<file path="src/rtl/gray_sum_accumulator_pkg.sv">
// Shared types and helpers for the Gray-sum accumulator and its neighbours.
package gray_pkg;

  typedef enum logic [1:0] {IDLE, ACCUM, DONE} acc_state_t;

  localparam int unsigned GRAY_MAX_W = 32;

  // Binary to reflected Gray at the widest supported width; callers truncate.
  function automatic logic [GRAY_MAX_W-1:0] bin_to_gray(input logic [GRAY_MAX_W-1:0] b);
    return b ^ (b >> 1);
  endfunction

endpackage

</file>
<file path="src/rtl/gray_sum_accumulator_if.sv">
// Handshake bundle between the Gray adder side, the accumulator and the result consumer.
interface gray_sum_accumulator_if #(
  parameter int unsigned IN_W  = 6,
  parameter int unsigned ACC_W = 8
);
  logic             start;
  logic             in_valid;
  logic             in_ready;
  logic [IN_W-1:0]  in_gray;
  logic             out_valid;
  logic             out_ready;
  logic [ACC_W-1:0] out_bin;
  logic [ACC_W-1:0] out_gray;
  logic             overflow;
  logic             busy;

  modport master (
    output start, in_valid, in_gray, out_ready,
    input  in_ready, out_valid, out_bin, out_gray, overflow, busy
  );

  modport slave (
    input  start, in_valid, in_gray, out_ready,
    output in_ready, out_valid, out_bin, out_gray, overflow, busy
  );
endinterface

</file>
<file path="src/rtl/gray_sum_accumulator_gray_to_bin.sv">
// Purely combinational Gray-to-binary converter; each binary bit is the XOR of all Gray bits at or above it.
module gray_to_bin #(
  parameter int unsigned W = 6
) (
  input  logic [W-1:0] i_gray,
  output logic [W-1:0] o_bin
);
  for (genvar i = 0; i < W; i++) begin : g_bit
    assign o_bin[i] = ^i_gray[W-1:i];
  end
endmodule

</file>
<file path="src/rtl/gray_sum_accumulator.sv">
// Accumulates a frame of COUNT Gray-coded sums into a wrapping binary total with sticky overflow,
// then holds the total in binary and Gray form until the consumer takes it.
module gray_sum_accumulator
  import gray_pkg::*;
#(
  parameter int unsigned IN_W  = 6,
  parameter int unsigned ACC_W = 8,
  parameter int unsigned COUNT = 8
) (
  input  logic                  clk,
  input  logic                  rst,
  gray_sum_accumulator_if.slave bus
);
  localparam int unsigned CNT_W = $clog2(COUNT + 1);

  acc_state_t       r_state;
  acc_state_t       w_state_nxt;
  logic [ACC_W-1:0] r_acc;
  logic [ACC_W-1:0] w_acc_nxt;
  logic [CNT_W-1:0] r_cnt;
  logic [CNT_W-1:0] w_cnt_nxt;
  logic             r_ovf;
  logic             w_ovf_nxt;
  logic             w_load_out;
  logic [ACC_W-1:0] r_out_bin;
  logic [ACC_W-1:0] r_out_gray;
  logic [IN_W-1:0]  w_bin;
  logic [ACC_W:0]   w_sum;

  gray_to_bin #(.W(IN_W)) u_g2b (
    .i_gray (bus.in_gray),
    .o_bin  (w_bin)
  );

  always_ff @(posedge clk) begin
    if (rst) r_state <= IDLE;
    else     r_state <= w_state_nxt;
  end

  // Next state plus next accumulator, counter and overflow.
  always_comb begin
    w_state_nxt = r_state;
    w_acc_nxt   = r_acc;
    w_cnt_nxt   = r_cnt;
    w_ovf_nxt   = r_ovf;
    w_load_out  = 1'b0;
    w_sum       = {1'b0, r_acc} + (ACC_W+1)'(w_bin);
    case (r_state)
      IDLE: begin
        if (bus.start) begin
          w_state_nxt = ACCUM;
          w_acc_nxt   = '0;
          w_cnt_nxt   = '0;
          w_ovf_nxt   = 1'b0;
        end
      end
      ACCUM: begin
        if (bus.in_valid) begin
          w_acc_nxt = w_sum[ACC_W-1:0];
          w_ovf_nxt = r_ovf | w_sum[ACC_W];
          w_cnt_nxt = r_cnt + CNT_W'(1);
          if (r_cnt == CNT_W'(COUNT - 1)) begin
            w_state_nxt = DONE;
            w_load_out  = 1'b1;
          end
        end
      end
      DONE: begin
        if (bus.out_ready) w_state_nxt = IDLE;
      end
      default: w_state_nxt = IDLE;
    endcase
  end

  // Datapath registers; the result is captured on the final accept so it is stable through DONE.
  always_ff @(posedge clk) begin
    if (rst) begin
      r_acc      <= '0;
      r_cnt      <= '0;
      r_ovf      <= 1'b0;
      r_out_bin  <= '0;
      r_out_gray <= '0;
    end else begin
      r_acc <= w_acc_nxt;
      r_cnt <= w_cnt_nxt;
      r_ovf <= w_ovf_nxt;
      if (w_load_out) begin
        r_out_bin  <= w_acc_nxt;
        r_out_gray <= ACC_W'(bin_to_gray(GRAY_MAX_W'(w_acc_nxt)));
      end
    end
  end

  assign bus.in_ready  = (r_state == ACCUM);
  assign bus.out_valid = (r_state == DONE);
  assign bus.busy      = (r_state != IDLE);
  assign bus.overflow  = r_ovf;
  assign bus.out_bin   = r_out_bin;
  assign bus.out_gray  = r_out_gray;
endmodule

</file>
<file path="src/flat_wrapper.sv">
// flat-port wrapper written by rule: the top's interface ports become plain ports
module gray_sum_accumulator_flat import gray_pkg::*;
#(
  parameter int unsigned IN_W  = 6,
  parameter int unsigned ACC_W = 8,
  parameter int unsigned COUNT = 8
)
  (clk, rst, bus_start, bus_in_valid, bus_in_gray, bus_out_ready, bus_in_ready, bus_out_valid, bus_out_bin, bus_out_gray, bus_overflow, bus_busy);
  gray_sum_accumulator_if #(.IN_W(IN_W), .ACC_W(ACC_W)) bus_i ();
  input  logic clk;
  input  logic rst;
  input wire logic [$bits(bus_i.start)-1:0] bus_start;
  input wire logic [$bits(bus_i.in_valid)-1:0] bus_in_valid;
  input wire logic [$bits(bus_i.in_gray)-1:0] bus_in_gray;
  input wire logic [$bits(bus_i.out_ready)-1:0] bus_out_ready;
  output wire logic [$bits(bus_i.in_ready)-1:0] bus_in_ready;
  output wire logic [$bits(bus_i.out_valid)-1:0] bus_out_valid;
  output wire logic [$bits(bus_i.out_bin)-1:0] bus_out_bin;
  output wire logic [$bits(bus_i.out_gray)-1:0] bus_out_gray;
  output wire logic [$bits(bus_i.overflow)-1:0] bus_overflow;
  output wire logic [$bits(bus_i.busy)-1:0] bus_busy;
  assign bus_i.start = bus_start;
  assign bus_i.in_valid = bus_in_valid;
  assign bus_i.in_gray = bus_in_gray;
  assign bus_i.out_ready = bus_out_ready;
  assign bus_in_ready = bus_i.in_ready;
  assign bus_out_valid = bus_i.out_valid;
  assign bus_out_bin = bus_i.out_bin;
  assign bus_out_gray = bus_i.out_gray;
  assign bus_overflow = bus_i.overflow;
  assign bus_busy = bus_i.busy;
  gray_sum_accumulator #(.IN_W(IN_W), .ACC_W(ACC_W), .COUNT(COUNT)) u_core (.clk(clk), .rst(rst), .bus(bus_i));
endmodule
</file>
<file path="config.mk">
export PLATFORM = sky130hd
export DESIGN_NAME = gray_sum_accumulator_flat
export DESIGN_NICKNAME = d
export VERILOG_FILES = /design/src/rtl/gray_sum_accumulator_pkg.sv /design/src/rtl/gray_sum_accumulator_if.sv /design/src/rtl/gray_sum_accumulator_gray_to_bin.sv /design/src/rtl/gray_sum_accumulator.sv /design/src/flat_wrapper.sv
export SDC_FILE = /design/constraint.sdc
export NUM_CORES = 1
export LEC_CHECK = 0
export BUFFER_PORTS_ARGS = -buffer_cell sky130_fd_sc_hd__clkbuf_2
export CORE_AREA = 5 5 57 72
export CTS_CLUSTER_DIAMETER = 40
export DETAILED_ROUTE_END_ITERATION = 16
export DIE_AREA = 0 0 62 77
export GPL_TIMING_DRIVEN = 0
export HOLD_SLACK_MARGIN = 0.05
export PLACE_DENSITY = 0.72
export SLEW_MARGIN = 20
export SYNTH_ARGS = -nofsm -noshare
export SYNTH_HDL_FRONTEND = slang
export SYNTH_HIERARCHICAL = 1
export SYNTH_SLANG_ARGS = --single-unit
export TNS_END_PERCENT = 10
</file>
<file path="constraint.sdc">
create_clock -name clk -period 4.4 [get_ports clk]
set_input_delay 0.88 -clock clk [delete_from_list [all_inputs] [get_ports clk]]
set_output_delay 0.88 -clock clk [all_outputs]
set_load 0.02 [all_outputs]
</file>
==> results by group <==
Logic synthesis
  – Syn nets: 193
  – Adder-Cell Fraction of Synth Area: 6.67%
  – Post-synthesis xor/xnor area fraction: 12.2%
  – Synth Area in Compound Gates: 19.2%
  – Syn. warnings: 6
  – Number of synthesized flops with an enable pin: 0
  – Post-synthesis instance area: 0.00161 mm²
  – Largest family of logic cells by synthesized area: compound AO/OA/AOI/OAI gates
  – Synth top area cells: dfxtp_1 (37%), nor2_1 (7.9%), a211oi_1 (5.6%)
  – Area leader, netlist: dfxtp_1
  – Ys async rst share: 0%
  – Synthesized instance count: 174
  – Post-synthesis simple-gate area fraction: 17.9%
  – Post-synthesis mux area share: 1.86%
  – Syn Area/Cell: 9.28 µm²
  – Top FF cell, synth: dfxtp_1
  – Top cells by count, synth: nor2_1 (34), dfxtp_1 (30), a211oi_1 (12)
  – Area share of the largest cell type after synthesis: 37.2%
  – Seq/Total Area, Yosys: 37.2%
  – Most numerous cell in the Yosys netlist: nor2_1
  – Synth unique cells: 48
  – FF+latch count, synth: 30

Timing
  – Worst slew pin tran: 474 ps
  – Final Cycle Share: 79.8%
  – Setup Viol. Count Final: 0
  – Final TNS setup: 0 ps
  – Slew Limit Headroom: 68.4%
  – Clk_skew: 2.17 ps
  – RSZ-0062 raised after global routing: false
  – Number of hold violations in the final report: 0
  – Fmax: 285 MHz
  – Fin. max-slew vios: 0
  – Post-route minimum period: 3510 ps

Place
  – Placed cell count: 242
  – Dpl hpwl: 2540 µm
  – RePlAce Congestion: 0.772
  – PortBufs: 29

Power
  – Pleak: 0.830 nW
  – Worst IR drop on VDD: 0.000216 V
  – Power, Total: 0.608 mW
  – Cell Pwr Density: 322 mW/mm²

Die
  – Die width: 62 µm
  – Die Span Y: 77 µm
  – Io pins: 31
  – Starting Density: 48.0%
  – Die ar.: 0.00477 mm²
  – Total core area: 0.00336 mm²
  – Site Rows: 24

GRT
  – Vias in the first global route: 1,329
  – Antenna violations before repair: 0
  – Tot GR Track Use: 15.6%
  – First-pass GRT wire length: 5840 µm
  – Total global routing overflow: 0
  – Largest net degree at the start of global routing: 11

Setup path
  – Worst setup EP type: flop
  – Buf+Inv Stages, Crit Path: 2
  – CP Max Fanout: 4
  – WP data required: 4600 ps
  – Kind of start point of the critical path: primary input
  – Worst EP arrival: 3710 ps
  – Slowest stage delay, CP: 490 ps
  – Slowest CP cell: xor3_2
  – Delay-heaviest family, CP: XOR/XNOR gates
  – Crit path cell chain: clkbuf_2 -> xor3_2 -> xnor3_1 -> ha_1 -> inv_1 -> fa_1 -> nor2b_1 -> o21ai_0 -> and4_1 -> a221o_1 -> xor2_1 -> a211oi_2
  – Crit Path Category: in -> reg

Layout
  – Total Nets Final: 229
  – Inserted Diodes: 0
  – Filler cells: 319
  – Post-Layout Cell Count: 248
  – Fraction of layout cells with a size suffix above 1: 22.0%
  – Syn-to-layout area delta: 17.1%

Detailed routing
  – Iteration-0 DRC Markers: 43
  – Routed Antenna Nets: 0
  – TritonRoute pass-1 iters: 4
  – DRC violation count after routing: 0
  – Wirelength per Cell: 13.5 µm
  – WL final: 3340 µm
  – Avg Vias per Cell: 5.41
  – Vias: 1,342

Clocking
  – CTS tree: built
  – Num CTS Buffers: 5
  – Hold Buf Count CTS: 0
  – TritonCTS Sinks: 30
  – CTS clk-pin slew, worst paths: 60 ps
  – H-tree depth: 2
  – CTS root buf: clkbuf_8
  – Worst-skew pair later-pin latency: 270 ps
  – Post-CTS sizing: 0
  – Post CTS Setup Buffer Count: 0
  – Clk buf depth: 2

Run status
  – Status: completed

Worst hold path
  – HP Class: reg -> reg

Job
  – Maxcap violations: 0
flip-flops by register name, summed over array words and instances, names as in the netlist:
signal,flops
u_core/bus.out_bin,8
u_core/bus.out_gray,7
u_core/bus.overflow,1
u_core/r_acc,8
u_core/r_cnt,4
u_core/r_state,2
cells in the final DEF (no fill, tap or decap), drive strengths merged, types with 2 or more instances in the layout:
master and count:
a211oi 13, a21o 3, a21oi 7, a22oi 3, and4 3, buf 5, clkbuf 40, dfxtp 30
ha 7, inv 5, mux2i 3, nand2 9, nand3 2, nor2 34, nor2b 3, nor4 2
o21ai 2, or2 2, xnor2 6, xor2 8, xor3 2
report_power, final:
part / switching (mW) / internal (mW) / leakage (nW) / total (mW)
combinational: 0.0614 / 0.0542 / 0.544 / 0.116
sequential: 0.00352 / 0.276 / 0.242 / 0.280
clock: 0.0923 / 0.120 / 0.0431 / 0.213
total: 0.157 / 0.451 / 0.830 / 0.608
routing by layer:
layer	share of wire [%]	GRT usage, %	vias to the layer above
met5	0	0	-
met4	1.4	5.10	0
met3	5.1	4.20	5
met2	48	24.1	31
met1	45	20.5	620
li1	-	-	686
stage by stage:
step | hold slack [ps] | utilization [%] | instance area, µm² | setup WS [ps]
2_1_floorplan | 481 | - | 1610 | 992
3_3_place_gp | 470 | 53.8 | 1810 | 623
3_5_place_dp | 472 | 53.8 | 1810 | 603
4_1_cts | 485 | 56.2 | 1890 | 879
5_1_grt | 502 | 56.2 | 1890 | 680
6_report | 482 | 56.2 | 1890 | 890
cell type report:
| cell class | instances | area, µm² | share of cell area, % |
|---|---|---|---|
| plain buffers | 10 | 60.1 | 3.18 |
| clock buffers | 6 | 82.6 | 4.37 |
| inverters | 5 | 18.8 | 0.993 |
| multi-input cells | 129 | 935 | 49.4 |
| flip-flops and latches | 30 | 601 | 31.8 |
| well taps | 39 | 48.8 | 2.58 |
| repair buffers | 29 | 145 | 7.68 |
final timing paths:
check | startpoint | end | slack (ps) | cells past startpoint
max reg2reg | u_core/r_acc[0] | u_core/bus.out_gray[5] | 2070 | 9
min | u_core/bus.overflow | u_core/bus.overflow | 480 | 2
max | bus_in_gray[5] | u_core/bus.out_gray[5] | 890 | 12
min reg2reg | u_core/bus.overflow | u_core/bus.overflow | 480 | 2
cells by family after synthesis:
logic type / Yosys count
buf+inv: 15
compound gates: 39
flops: 30
simple gates: 62
xor+xnor: 17
mux: 3
fa+ha+maj: 8
worst reg2reg max path, stage by stage, from the launching register on:
cell and delay, ps:
dfxtp_1 330, ha_1 170, inv_1 50, fa_1 400, nor2b_1 150, o21ai_0 160
and4_1 230, a221o_1 350, xor2_1 200, a211oi_2 220
Note: power is estimated with default switching activity, not from simulation.
